`config.mk`:
```
export PLATFORM = sky130hd
export DESIGN_NAME = systolic_ctrl_flat
export DESIGN_NICKNAME = d
export VERILOG_FILES = /design/src/rtl/tpu_pkg.sv /design/src/rtl/systolic_ctrl_if.sv /design/src/rtl/skew_line.sv /design/src/rtl/systolic_ctrl.sv /design/src/flat_wrapper.sv
export SDC_FILE = /design/constraint.sdc
export NUM_CORES = 1
export LEC_CHECK = 0
export CAP_MARGIN = 30
export CORE_ASPECT_RATIO = 1.25
export CORE_MARGIN = 10
export CORE_UTILIZATION = 40
export DETAILED_ROUTE_END_ITERATION = 8
export GPL_ROUTABILITY_DRIVEN = 0
export MAX_ROUTING_LAYER = met4
export PLACE_DENSITY = 0.8
export REMOVE_ABC_BUFFERS = 1
export SYNTH_ARGS = -nofsm -noshare
export SYNTH_HDL_FRONTEND = slang
export SYNTH_SLANG_ARGS = --single-unit
export TNS_END_PERCENT = 100
```
`constraint.sdc`:
```
create_clock -name clk -period 1.7 [get_ports clk]
set_input_delay 0.255 -clock clk [delete_from_list [all_inputs] [get_ports clk]]
set_output_delay 0.255 -clock clk [all_outputs]
set_load 0.05 [all_outputs]
```
`src/rtl/tpu_pkg.sv`:
```
// Shared definitions for the systolic-array sequencer: element widths,
// controller state encoding and the drain-length helper.
package tpu_pkg;

  localparam int FP8_W  = 8;
  localparam int BF16_W = 16;

  typedef enum logic [2:0] {
    ST_IDLE    = 3'd0,
    ST_CLEAR   = 3'd1,
    ST_FEED    = 3'd2,
    ST_DRAIN   = 3'd3,
    ST_CAPTURE = 3'd4,
    ST_OUT     = 3'd5
  } state_e;

  // Cycles of zero input needed to push the last operands through PE(N-1,N-1).
  function automatic int drain_len(input int n);
    return 2 * n - 1;
  endfunction

endpackage

```
`src/rtl/systolic_ctrl_if.sv`:
```
// Bundle of job, operand, array-edge and result signals around the sequencer.
// The controller uses the slave view; the environment (buffers, host, array)
// uses the master view.
interface systolic_ctrl_if
  import tpu_pkg::*;
#(
  parameter int N  = 2,
  parameter int KW = 8
);

  logic                      start;
  logic [KW-1:0]             k_len;
  logic                      busy;
  logic                      a_valid;
  logic [N*FP8_W-1:0]        a_data;
  logic                      a_ready;
  logic                      b_valid;
  logic [N*FP8_W-1:0]        b_data;
  logic                      b_ready;
  logic [N*FP8_W-1:0]        arr_a;
  logic [N*FP8_W-1:0]        arr_b;
  logic                      arr_clear;
  logic [N*N*BF16_W-1:0]     arr_c;
  logic                      res_valid;
  logic                      res_ready;
  logic [N*BF16_W-1:0]       res_data;
  logic                      res_last;

  modport master (
    output start, k_len, a_valid, a_data, b_valid, b_data, arr_c, res_ready,
    input  busy, a_ready, b_ready, arr_a, arr_b, arr_clear, res_valid,
           res_data, res_last
  );

  modport slave (
    input  start, k_len, a_valid, a_data, b_valid, b_data, arr_c, res_ready,
    output busy, a_ready, b_ready, arr_a, arr_b, arr_clear, res_valid,
           res_data, res_last
  );

endinterface

```
`src/rtl/skew_line.sv`:
```
// DEPTH-stage byte delay line used to skew one array-edge lane.
// DEPTH = 0 is a plain wire so lane 0 reaches the array in the same cycle.
module skew_line
  import tpu_pkg::*;
#(
  parameter int DEPTH = 0
) (
  input  logic             clk,
  input  logic             rst_n,
  input  logic [FP8_W-1:0] din,
  output logic [FP8_W-1:0] dout
);

  if (DEPTH == 0) begin : g_pass
    logic unused_ok;
    assign unused_ok = &{1'b0, clk, rst_n};
    assign dout      = din;
  end else begin : g_shift
    logic [DEPTH-1:0][FP8_W-1:0] stage_q;
    logic [DEPTH-1:0][FP8_W-1:0] stage_d;

    // Shift the new byte in at stage 0, every other stage takes its neighbour.
    always_comb begin
      stage_d    = stage_q;
      stage_d[0] = din;
      for (int s = 1; s < DEPTH; s++) begin
        stage_d[s] = stage_q[s-1];
      end
    end

    // Delay-line storage, cleared by reset so a killed job leaves no residue.
    always_ff @(posedge clk or negedge rst_n) begin
      if (!rst_n) begin
        stage_q <= '0;
      end else begin
        stage_q <= stage_d;
      end
    end

    assign dout = stage_q[DEPTH-1];
  end

endmodule

```
`src/rtl/systolic_ctrl.sv`:
```
// Job sequencer for an N x N FP8 -> BF16 systolic array: clears the array,
// streams skewed A columns / B rows in, drains, snapshots the accumulators
// and returns the result matrix one row per handshake.
module systolic_ctrl
  import tpu_pkg::*;
#(
  parameter int N  = 2,
  parameter int KW = 8
) (
  input  logic          clk,
  input  logic          rst_n,
  systolic_ctrl_if.slave bus
);

  localparam int DRAIN_LEN = drain_len(N);
  localparam int DCNT_W    = $clog2(DRAIN_LEN + 1);
  localparam int ROW_W     = (N > 1) ? $clog2(N) : 1;
  localparam int ROW_BITS  = N * BF16_W;
  localparam int RES_W     = N * N * BF16_W;

  state_e             state_q, state_d;
  logic [KW-1:0]      k_len_q, k_len_d;
  logic [KW-1:0]      k_cnt_q, k_cnt_d;
  logic [DCNT_W-1:0]  drain_q, drain_d;
  logic [ROW_W-1:0]   row_q, row_d;
  logic [RES_W-1:0]   res_q, res_d;
  logic               busy_q, busy_d;
  logic               clear_q, clear_d;
  logic               res_valid_q, res_valid_d;
  logic               res_last_q, res_last_d;

  logic                        beat;
  logic [N*FP8_W-1:0]          a_sel, b_sel;
  logic [N-1:0][FP8_W-1:0]     a_skew, b_skew;

  // A and B are consumed jointly; any cycle without a beat feeds zeros,
  // which add nothing to the accumulators.
  assign beat        = (state_q == ST_FEED) && bus.a_valid && bus.b_valid;
  assign bus.a_ready = beat;
  assign bus.b_ready = beat;
  assign a_sel       = beat ? bus.a_data : '0;
  assign b_sel       = beat ? bus.b_data : '0;

  for (genvar gi = 0; gi < N; gi++) begin : g_skew
    skew_line #(.DEPTH(gi)) u_a_skew (
      .clk  (clk),
      .rst_n(rst_n),
      .din  (a_sel[gi*FP8_W +: FP8_W]),
      .dout (a_skew[gi])
    );
    skew_line #(.DEPTH(gi)) u_b_skew (
      .clk  (clk),
      .rst_n(rst_n),
      .din  (b_sel[gi*FP8_W +: FP8_W]),
      .dout (b_skew[gi])
    );
  end

  assign bus.arr_a     = a_skew;
  assign bus.arr_b     = b_skew;
  assign bus.arr_clear = clear_q;
  assign bus.busy      = busy_q;
  assign bus.res_valid = res_valid_q;
  assign bus.res_last  = res_last_q;
  assign bus.res_data  = res_q[row_q*ROW_BITS +: ROW_BITS];

  // Next-state, counters, result snapshot and the registered status outputs.
  always_comb begin
    state_d = state_q;
    k_len_d = k_len_q;
    k_cnt_d = k_cnt_q;
    drain_d = drain_q;
    row_d   = row_q;
    res_d   = res_q;
    case (state_q)
      ST_IDLE: begin
        if (bus.start) begin
          k_len_d = bus.k_len;
          k_cnt_d = '0;
          state_d = ST_CLEAR;
        end
      end
      ST_CLEAR: begin
        drain_d = '0;
        state_d = (k_len_q == '0) ? ST_DRAIN : ST_FEED;
      end
      ST_FEED: begin
        if (beat) begin
          k_cnt_d = k_cnt_q + KW'(1);
          if (k_cnt_d == k_len_q) begin
            state_d = ST_DRAIN;
          end
        end
      end
      ST_DRAIN: begin
        drain_d = drain_q + DCNT_W'(1);
        if (drain_q == DCNT_W'(DRAIN_LEN - 1)) begin
          state_d = ST_CAPTURE;
        end
      end
      ST_CAPTURE: begin
        res_d   = bus.arr_c;
        row_d   = '0;
        state_d = ST_OUT;
      end
      ST_OUT: begin
        if (bus.res_ready) begin
          if (row_q == ROW_W'(N - 1)) begin
            state_d = ST_IDLE;
          end else begin
            row_d = row_q + ROW_W'(1);
          end
        end
      end
      default: state_d = ST_IDLE;
    endcase
    busy_d      = (state_d != ST_IDLE);
    clear_d     = (state_d == ST_CLEAR);
    res_valid_d = (state_d == ST_OUT);
    res_last_d  = (state_d == ST_OUT) && (row_d == ROW_W'(N - 1));
  end

  // Controller state; reset abandons any job in flight.
  always_ff @(posedge clk or negedge rst_n) begin
    if (!rst_n) begin
      state_q     <= ST_IDLE;
      k_len_q     <= '0;
      k_cnt_q     <= '0;
      drain_q     <= '0;
      row_q       <= '0;
      res_q       <= '0;
      busy_q      <= 1'b0;
      clear_q     <= 1'b0;
      res_valid_q <= 1'b0;
      res_last_q  <= 1'b0;
    end else begin
      state_q     <= state_d;
      k_len_q     <= k_len_d;
      k_cnt_q     <= k_cnt_d;
      drain_q     <= drain_d;
      row_q       <= row_d;
      res_q       <= res_d;
      busy_q      <= busy_d;
      clear_q     <= clear_d;
      res_valid_q <= res_valid_d;
      res_last_q  <= res_last_d;
    end
  end

endmodule

```
`src/flat_wrapper.sv`:
```
// flat-port wrapper written by rule: the top's interface ports become plain ports
module systolic_ctrl_flat import tpu_pkg::*;
#(
  parameter int N  = 2,
  parameter int KW = 8
)
  (clk, rst_n, bus_start, bus_k_len, bus_a_valid, bus_a_data, bus_b_valid, bus_b_data, bus_arr_c, bus_res_ready, bus_busy, bus_a_ready, bus_b_ready, bus_arr_a, bus_arr_b, bus_arr_clear, bus_res_valid, bus_res_data, bus_res_last);
  systolic_ctrl_if #(.N(N), .KW(KW)) bus_i ();
  input  logic clk;
  input  logic rst_n;
  input wire logic [$bits(bus_i.start)-1:0] bus_start;
  input wire logic [$bits(bus_i.k_len)-1:0] bus_k_len;
  input wire logic [$bits(bus_i.a_valid)-1:0] bus_a_valid;
  input wire logic [$bits(bus_i.a_data)-1:0] bus_a_data;
  input wire logic [$bits(bus_i.b_valid)-1:0] bus_b_valid;
  input wire logic [$bits(bus_i.b_data)-1:0] bus_b_data;
  input wire logic [$bits(bus_i.arr_c)-1:0] bus_arr_c;
  input wire logic [$bits(bus_i.res_ready)-1:0] bus_res_ready;
  output wire logic [$bits(bus_i.busy)-1:0] bus_busy;
  output wire logic [$bits(bus_i.a_ready)-1:0] bus_a_ready;
  output wire logic [$bits(bus_i.b_ready)-1:0] bus_b_ready;
  output wire logic [$bits(bus_i.arr_a)-1:0] bus_arr_a;
  output wire logic [$bits(bus_i.arr_b)-1:0] bus_arr_b;
  output wire logic [$bits(bus_i.arr_clear)-1:0] bus_arr_clear;
  output wire logic [$bits(bus_i.res_valid)-1:0] bus_res_valid;
  output wire logic [$bits(bus_i.res_data)-1:0] bus_res_data;
  output wire logic [$bits(bus_i.res_last)-1:0] bus_res_last;
  assign bus_i.start = bus_start;
  assign bus_i.k_len = bus_k_len;
  assign bus_i.a_valid = bus_a_valid;
  assign bus_i.a_data = bus_a_data;
  assign bus_i.b_valid = bus_b_valid;
  assign bus_i.b_data = bus_b_data;
  assign bus_i.arr_c = bus_arr_c;
  assign bus_i.res_ready = bus_res_ready;
  assign bus_busy = bus_i.busy;
  assign bus_a_ready = bus_i.a_ready;
  assign bus_b_ready = bus_i.b_ready;
  assign bus_arr_a = bus_i.arr_a;
  assign bus_arr_b = bus_i.arr_b;
  assign bus_arr_clear = bus_i.arr_clear;
  assign bus_res_valid = bus_i.res_valid;
  assign bus_res_data = bus_i.res_data;
  assign bus_res_last = bus_i.res_last;
  systolic_ctrl #(.N(N), .KW(KW)) u_core (.clk(clk), .rst_n(rst_n), .bus(bus_i));
endmodule
```
==> results_dict.tcl, run 1 <==
set metrics [dict create \
    muxShareOfSynthArea_pct 24.7 \
    grt_pass1_wl_mm 21.4 \
    grt_util_all_layers_pct 16.4 \
    netlist_area_sq_um 4830 \
    dp_cells 685 \
    ys.warnings.count 0 \
    place_ws_ps -270 \
    synth.avg_cell_area_sq_um 13.3 \
    layout_commonest_cell "clkdlybuf4s50_1" \
    path_cells "buf_4 -> or3b_1 -> nor2_4 -> buf_4 -> mux2_2" \
    n_antenna_cell 0 \
    cpPeakStageDelay_ps 490 \
    hold_viol 38 \
    wl_per_cell_um 19.2 \
    ir_worst_vdd_mv 1.04 \
    fin_nets 666 \
    grt_max_degree 107 \
    synth-seq-cells 106 \
    path_buf_inv 2 \
    drc 0 \
    yosys.area.top_type "dfrtp_1" \
    clockBufferDepth 2 \
    hpwl_mm 9.75 \
    layout-area-overhead-vs-synth_pct 65.6 \
    first_iter_violations 135 \
    die_w_um 118 \
    ys_types 38 \
    io_pins 180 \
    hold_buffers 0 \
    cts_root_buf "clkbuf_16" \
    worstSkewPairLatency_ps 340 \
    grt_setup_unrepaired "true" \
    max_slew_margin_pct 60.3 \
    rows 44 \
    worstMarginPinSlew_ps 595 \
    hp-class "in2async" \
    drv_slew 0 \
    cts_tree "done" \
    setup_slack_ps -148 \
    ys.flop_type "dfrtp_1" \
    max_cap_violations 0 \
    cts_buffers 9 \
    synth_xor_area_share_pct 2.00 \
    ys_top_cells_by_area "dfrtp_1 55%, mux2_2 24%, and2_1 4.5%" \
    end_kind "register" \
    die_h_um 143 \
    synth_top_family_by_area "multiplexers" \
    synthCells 363 \
    worstSetupStartpoint "u_core.state_q[0]" \
    synth-simple-area-share_pct 9.33 \
    clk_pin_slew_ps 70 \
    ant_nets 0 \
    core_sq_um 11700 \
    final_cells 720 \
    worstPathMaxFanout 4 \
    dr.pass1.iters 4 \
    cts_max_level 3 \
    violations "hold timing, setup timing" \
    critical_path.most_common_cell "buf_4" \
    synth_compound_area_share_pct 3.63 \
    max_clock_freq_mhz 541 \
    setup_viol 64 \
    async_flop_share_pct 100 \
    status "finished with violations" \
    ff2ff_setup_slack_ps -150 \
    fill_cells 818 \
    startpoint_type "register" \
    skew_ps 8.48 \
    crit_family "simple AND/OR/NAND/NOR gates" \
    fin_tns_setup_ps -6670 \
    yosysTopAreaCellShare_pct 54.9 \
    cellPowerDensity_nw_per_um2 1880 \
    clkSinkCount 106 \
    drive_gt1_share_pct 47.2 \
    drt-total-wl_mm 13.8 \
    critPathSlowestCell "or3b_1" \
    synth_fa_ha_area_share_pct 0.518 \
    start_util_pct 41.2 \
    die_area_sq_um 16900 \
    path_class "reg2reg" \
    rr_startpoint "u_core.state_q[0]" \
    fin_crit_sh_pct 109 \
    antenna_found_initial 0 \
    fin_hold_ws_ps -49.1 \
    place.port_buffers 179 \
    final.min_clock_period_ps 1850 \
    synth-edff-count 0 \
    worstPathArrival_ps 2090 \
    via_per_inst 4.90 \
    layout_common_cells "108 x clkdlybuf4s50_1, 104 x dfrtp_1, 72 x mux2_2" \
    vias 3525 \
    overflow 0 \
    p_leak_nw 3.61 \
    grt_pass1_vias 4009 \
    cp.required_ps 1940 \
    synth-seq-area-share_pct 54.9 \
]
[Yosys cell counts (all sizes together) (2+ instances only)]
library cell / n
nand4: 2
dfrtp: 106
o21ai: 11
and2: 35
nand2: 9
inv: 3
nor2: 10
clkbuf: 7
and3: 2
ha: 2
mux2i: 2
xor2: 3
o21bai: 2
xnor2: 8
mux2: 104
a31oi: 5
o31ai: 5
nor3: 4
nand3: 4
buf: 29
[through the flow]
stage | util, % | power, mW | area (sq um)
after global routing | 68.2 | 15.7 | 8000
after detailed placement | 61.8 | 12.1 | 7250
after CTS | 67.1 | 14.9 | 7870
after floorplan | - | 8.20 | 4600
after global placement | 61.8 | 11.8 | 7250
final | 68.2 | 15.1 | 8000
[metal layers]
layer	GRT usage, %	part of all wire, %
met5	-	0
met4	6.32	2.1
met3	3.79	4.9
met2	27.9	52
met1	18.4	41
[cell type report]
| class | instances | area (sq um) | share of cell area, % |
|---|---|---|---|
| inverters | 3 | 13.8 | 0.172 |
| multi-input cells | 219 | 2150 | 26.9 |
| well taps | 161 | 201 | 2.52 |
| repair buffers | 215 | 2660 | 33.3 |
| clock buffers | 11 | 253 | 3.16 |
| flip-flops and latches | 106 | 2660 | 33.2 |
| clock inverters | 5 | 62.6 | 0.782 |
[cells by family (layout without fill, tap and decap cells)]
| logic type | count (synthesis) | after routing |
|---|---|---|
| adder cells (fa/ha/maj) | 2 | 2 |
| XOR/XNOR | 11 | 11 |
| flip-flops | 106 | 106 |
| multiplexers | 106 | 106 |
| AO/OA/AOI/OAI | 27 | 27 |
| buffers and inverters | 39 | 234 |
| AND/OR/NAND/NOR | 72 | 73 |
[power breakdown]
| group | internal, mW | switching (mW) |
|---|---|---|
| combinational | 4.68 | 4.15 |
| sequential | 3.46 | 0.632 |
| clock | 1.23 | 0.925 |
| total | 9.37 | 5.71 |
[flip-flops by register name (all words and copies together), names as in the netlist]
name and count:
u_core.bus.arr_clear 1, u_core.bus.busy 1, u_core.bus.res_last 1, u_core.bus.res_valid 1
u_core.drain_q 2, u_core.g_skew.u_a_skew.dout 8, u_core.g_skew.u_b_skew.dout 8, u_core.k_cnt_q 8
u_core.k_len_q 8, u_core.res_q 64, u_core.row_q 1, u_core.state_q 3
[repair_timing]
action | 4_1_cts | 5_1_grt
endpoints found under the hold margin | 0 | 0
gates resized for setup | 53 | 8
endpoints found under the setup margin | 51 | 66
cloned | 3 | 2
pin swaps | 2 | 4
buffers inserted | 8 | 7
[worst paths after layout]
check | cells after the start | endpoint
min | 2 | u_core.res_q[44]
max in group asynchronous | 2 | u_core.g_skew[1].u_b_skew.dout[4]
max | 5 | u_core.k_len_q[1]
min reg2reg | 2 | u_core.drain_q[0]
max reg2reg | 5 | u_core.k_len_q[1]
min in group clk | 2 | u_core.g_skew[1].u_a_skew.dout[5]
Power figures use the tool's default switching activity.
==> run 2: changes to the inputs <==
--- a/config.mk
+++ b/config.mk
@@ -5,15 +5,15 @@
 export SDC_FILE = /design/constraint.sdc
 export NUM_CORES = 1
 export LEC_CHECK = 0
+export ABC_AREA = 1
 export CAP_MARGIN = 30
 export CORE_ASPECT_RATIO = 1.25
 export CORE_MARGIN = 10
-export CORE_UTILIZATION = 40
+export CORE_UTILIZATION = 45
 export DETAILED_ROUTE_END_ITERATION = 8
 export GPL_ROUTABILITY_DRIVEN = 0
 export MAX_ROUTING_LAYER = met4
-export PLACE_DENSITY = 0.8
-export REMOVE_ABC_BUFFERS = 1
+export PLACE_DENSITY = 0.85
 export SYNTH_ARGS = -nofsm -noshare
 export SYNTH_HDL_FRONTEND = slang
 export SYNTH_SLANG_ARGS = --single-unit
==> constraint.sdc (replaced) <==
create_clock -name clk -period 1.75 [get_ports clk]
set_input_delay 0.2625 -clock clk [delete_from_list [all_inputs] [get_ports clk]]
set_output_delay 0.2625 -clock clk [all_outputs]
set_load 0.05 [all_outputs]
==> results_dict.tcl, run 2 <==
set metrics [dict create \
    worstPathMaxFanout 8 \
    status "finished with violations" \
    ys.flop_type "dfrtp_1" \
    place_ws_ps -75.8 \
    total_power_mw 13.5 \
    final_cells 969 \
    drt-total-wl_mm 14.1 \
    synthCells 655 \
    grt_util_all_layers_pct 18.2 \
    violations "setup timing" \
    hp-class "in2async" \
    worstSkewPairLatency_ps 330 \
    synth-seq-cells 106 \
    regMostFlops "u_core.res_q" \
    grt_setup_unrepaired "true" \
    syn-num-nets 767 \
    end_kind "output port" \
    core_sq_um 10700 \
    synth-edff-count 0 \
    cts_root_buf "clkbuf_16" \
    synth.avg_cell_area_sq_um 7.55 \
    yosysTopAreaCellShare_pct 53.6 \
    max_cap_violations 0 \
    first_iter_violations 237 \
    drv_slew 0 \
    crit_family "buffers and inverters" \
    grt_use_met1_pct 20.6 \
    critical_path.most_common_cell "nor2_4" \
    critPathSlowestCell "dfrtp_1" \
    worstMarginPinSlew_ps 514 \
    ys.warnings.count 0 \
    cpPeakStageDelay_ps 410 \
    max_slew_margin_pct 65.7 \
    skew_ps 4.49 \
    use_met3_pct 5.83 \
    fin_nets 944 \
    io_pins 180 \
    synth_compound_area_share_pct 4.10 \
    ys_types 23 \
    clkSinkCount 106 \
    cts_max_level 3 \
    synth.most_common_cell "nand2_1" \
    die_area_sq_um 15600 \
    dp_cells 944 \
    antenna_found_initial 0 \
    die_h_um 137 \
    dr.pass1.iters 4 \
    p_leak_nw 3.90 \
    grt_pass1_vias 4680 \
    layout_common_cells "318 x nand2_1, 108 x clkdlybuf4s50_1, 104 x dfrtp_1" \
    overflow 0 \
    cts_buffers 9 \
    largest_register_ffs 64 \
    ys_top_cells_by_area "dfrtp_1 54%, nand2_1 24%, inv_1 5.2%" \
    max_clock_freq_mhz 539 \
    grt_max_degree 57 \
    cp.required_ps 1490 \
    place.port_buffers 179 \
    die_w_um 114 \
    synth-seq-area-share_pct 53.6 \
    setup_slack_ps -104 \
    setup_viol 16 \
    ir_worst_vdd_mv 0.836 \
    async_flop_share_pct 100 \
    wl_per_cell_um 14.6 \
    clockBufferDepth 2 \
    drive_gt1_share_pct 17.0 \
    ant_nets 0 \
    synth_fa_ha_area_share_pct 0.506 \
    path_buf_inv 3 \
    path_cells "nor2_4 -> nand3b_1 -> buf_6 -> clkbuf_16 -> nor2_4 -> buf_12" \
    synthTopCellsByCount "318 x nand2_1, 106 x dfrtp_1, 68 x inv_1" \
    clk_pin_slew_ps 70 \
    grt_pass1_wl_mm 22.2 \
    n_antenna_cell 0 \
    fin_hold_ws_ps 388 \
    layout-area-overhead-vs-synth_pct 53.2 \
    fin_area_sq_um 7580 \
    start_util_pct 46.4 \
    rows 42 \
    synth_top_family_by_area "simple AND/OR/NAND/NOR gates" \
    synth-simple-area-share_pct 31.4 \
    hpwl_mm 10.6 \
    netlist_area_sq_um 4940 \
    cts_tree "done" \
    top_usage_layer "met2" \
    layout_commonest_cell "nand2_1" \
    final.min_clock_period_ps 1850 \
    yosys.area.top_type "dfrtp_1" \
    path_class "reg2out" \
    drc 0 \
    startpoint_type "register" \
    met2_usage_pct 30.0 \
    fill_cells 784 \
    utilization_pct 71.0 \
    vias 4578 \
    hold_viol 0 \
    fin_tns_setup_ps -1430 \
    worstPathArrival_ps 1590 \
    fin_crit_sh_pct 106 \
    place_area_sq_um 6970 \
    synth_xor_area_share_pct 0 \
    via_per_inst 4.72 \
    cellPowerDensity_nw_per_um2 1780 \
    muxShareOfSynthArea_pct 0 \
]
-- run 2: final cells by class --
| class | count | area [sq um] | area share [%] |
|---|---|---|---|
| well taps | 132 | 165 | 2.18 |
| repair buffers | 207 | 2240 | 29.6 |
| clock buffers | 11 | 243 | 3.20 |
| clock inverters | 5 | 77.6 | 1.02 |
| multi-input cells | 436 | 1920 | 25.3 |
| flip-flops and latches | 106 | 2660 | 35.0 |
| inverters | 72 | 277 | 3.65 |
-- run 2: what timing repair did --
item                                    in CTS  in global routing
hold buffers                                 1                  0
setup buffers                                4                  3
pin swaps                                    0                  1
endpoints found under the setup margin      50                 46
cloned                                       0                  2
hold endpoints to repair                    24                  0
gates resized for setup                     29                 27
-- run 2: report_power, final --
part	total [mW]	switching, mW	internal, mW
Sequential	3.97	0.533	3.44
Combinational	7.35	4.72	2.64
Clock	2.15	0.862	1.29
-- run 2: worst paths after layout --
path / startpoint / to / slack (ps) / depth (start not counted)
worst max-delay path: u_core.state_q[0] / bus_arr_a[0] / -100 / 6
worst min-delay path: rst_n / u_core.res_q[60] / 390 / 2
worst max register to register: u_core.state_q[0] / u_core.bus.busy / 110 / 10
worst min register to register: u_core.res_q[63] / u_core.res_q[63] / 470 / 2
max in group asynchronous: rst_n / u_core.row_q / 680 / 3
min in group clk: bus_b_data[9] / u_core.g_skew[1].u_b_skew.dout[1] / 440 / 3
-- run 2: cells by family (layout without fill, tap and decap cells) --
| family | after synthesis | after routing |
|---|---|---|
| buf+inv | 113 | 295 |
| simple gates | 398 | 398 |
| fa+ha+maj | 2 | 2 |
| flops | 106 | 106 |
| compound gates | 36 | 36 |
-- run 2: metal layers --
metal	up-vias	part of all wire (%)
met3	16	8.1
met4	0	1.8
met5	-	0
met1	2117	41
li1	2293	-
met2	152	50
-- run 2: worst reg2reg max path: cells and delay by family (launching register included) --
kind,cells,cell delay [ps]
buffers and inverters,3,480
flip-flops,1,410
AND/OR/NAND/NOR,7,690
==> run 3: changes to the inputs <==
--- a/config.mk
+++ b/config.mk
@@ -5,7 +5,6 @@
 export SDC_FILE = /design/constraint.sdc
 export NUM_CORES = 1
 export LEC_CHECK = 0
-export ABC_AREA = 1
 export CAP_MARGIN = 30
 export CORE_ASPECT_RATIO = 1.25
 export CORE_MARGIN = 10
==> results_dict.tcl, run 3 (same netlist as run 1, synthesis figures left out) <==
set metrics [dict create \
    first_iter_violations 123 \
    status "finished with violations" \
    cts_buffers 9 \
    dp_cells 658 \
    io_pins 180 \
    syn-num-nets 475 \
    worstPathMaxFanout 7 \
    clockBufferDepth 2 \
    top_usage_layer "met2" \
    fin_nets 673 \
    cts_root_buf "clkbuf_16" \
    hpwl_mm 9.81 \
    place.port_buffers 179 \
    layout_commonest_cell "clkdlybuf4s50_1" \
    end_kind "register" \
    ir_worst_vdd_mv 0.746 \
    via_per_inst 5.14 \
    regMostFlops "u_core.res_q" \
    drc 0 \
    path_class "reg2reg" \
    core_sq_um 10600 \
    dr.pass1.iters 4 \
    use_met3_pct 4.59 \
    worstSkewPairLatency_ps 340 \
    clk_pin_slew_ps 70 \
    setup_viol 49 \
    place_ws_ps -222 \
    wl_per_cell_um 20.3 \
    grt_use_met1_pct 20.9 \
    vias 3588 \
    die_area_sq_um 15300 \
    grt_pass1_vias 3968 \
    rows 42 \
    max_slew_margin_pct 73.4 \
    max_clock_freq_mhz 528 \
    start_util_pct 45.7 \
    grt_pass1_wl_mm 21.1 \
    fin_crit_sh_pct 108 \
    setup_slack_ps -144 \
    cellPowerDensity_nw_per_um2 1770 \
    cts_max_level 3 \
    max_cap_violations 0 \
    drt-total-wl_mm 14.1 \
    p_leak_nw 3.51 \
    skew_ps 4.52 \
    hold_viol 0 \
    cts_tree "done" \
    final.min_clock_period_ps 1890 \
    met2_usage_pct 29.8 \
    violations "setup timing" \
    die_w_um 113 \
    worstPathArrival_ps 2120 \
    drive_gt1_share_pct 47.3 \
    fin_hold_ws_ps 379 \
    hp-class "in2async" \
    overflow 0 \
    ant_nets 0 \
    layout-area-overhead-vs-synth_pct 60.5 \
    final_cells 698 \
    grt_util_all_layers_pct 17.7 \
    largest_register_ffs 64 \
    n_antenna_cell 0 \
    worstMarginPinSlew_ps 397 \
    layout_common_cells "108 x clkdlybuf4s50_1, 102 x dfrtp_1, 89 x mux2_2" \
    grt_max_degree 59 \
    die_h_um 136 \
    cp.required_ps 1970 \
    antenna_found_initial 0 \
    drv_slew 0 \
    grt_setup_unrepaired "true" \
    startpoint_type "register" \
    clkSinkCount 106 \
]
[run 3: through the flow]
step	cell area (sq um)	power, mW	util [%]	setup TNS [ps]
after floorplan	4830	8.08	-	-736
after global routing	7750	14.3	73.4	-6240
final	7750	13.7	73.4	-3530
after global placement	6990	10.6	66.2	-2160
after detailed placement	6990	10.8	66.2	-2730
after CTS	7510	13.4	71.1	-4280
[run 3: power by group]
group / switching, mW / internal, mW
Clock: 0.888 / 1.11
Sequential: 0.589 / 3.36
Combinational: 3.91 / 3.82
Total: 5.39 / 8.29
[run 3: area by class of cell]
type / instances / area [sq um]
Multi-Input combinational cell: 218 / 2060
Fill cell: 665 / 2810
Timing Repair Buffer: 223 / 2550
Sequential cell: 106 / 2660
Tap cell: 132 / 165
Clock inverter: 6 / 66.3
Clock buffer: 10 / 229
Inverter: 3 / 16.3
[run 3: final timing paths]
| check | slack (ps) | from | endpoint | cells after the start |
|---|---|---|---|---|
| min reg2reg | 510 | u_core.drain_q[0] | u_core.drain_q[0] | 2 |
| max reg2reg | -140 | u_core.state_q[0] | u_core.k_len_q[1] | 5 |
| max | -140 | u_core.state_q[0] | u_core.k_len_q[1] | 5 |
| max in group asynchronous | 800 | rst_n | u_core.res_q[55] | 3 |
| min | 380 | rst_n | u_core.res_q[10] | 2 |
| min in group clk | 480 | bus_b_data[11] | u_core.g_skew[1].u_b_skew.dout[3] | 2 |
[run 3: metal layers]
metal	vias to the layer above	share of wire [%]
met5	-	0
met4	0	0.55
met3	6	5.5
met2	143	52
met1	1800	42
li1	1639	-
[run 3: critical path, stage by stage (launching register included)]
cell,delay (ps)
dfrtp_1,420
buf_4,160
or3b_1,440
nor2_4,260
buf_4,170
mux2_2,330
[run 3: what timing repair did]
action / in CTS / in global routing
gates cloned: 1 / 3
setup endpoints to repair: 48 / 67
hold endpoints to repair: 24 / 0
gates resized for setup: 43 / 26
hold buffers: 1 / 0
setup buffers: 4 / 16
pin swaps: 0 / 4
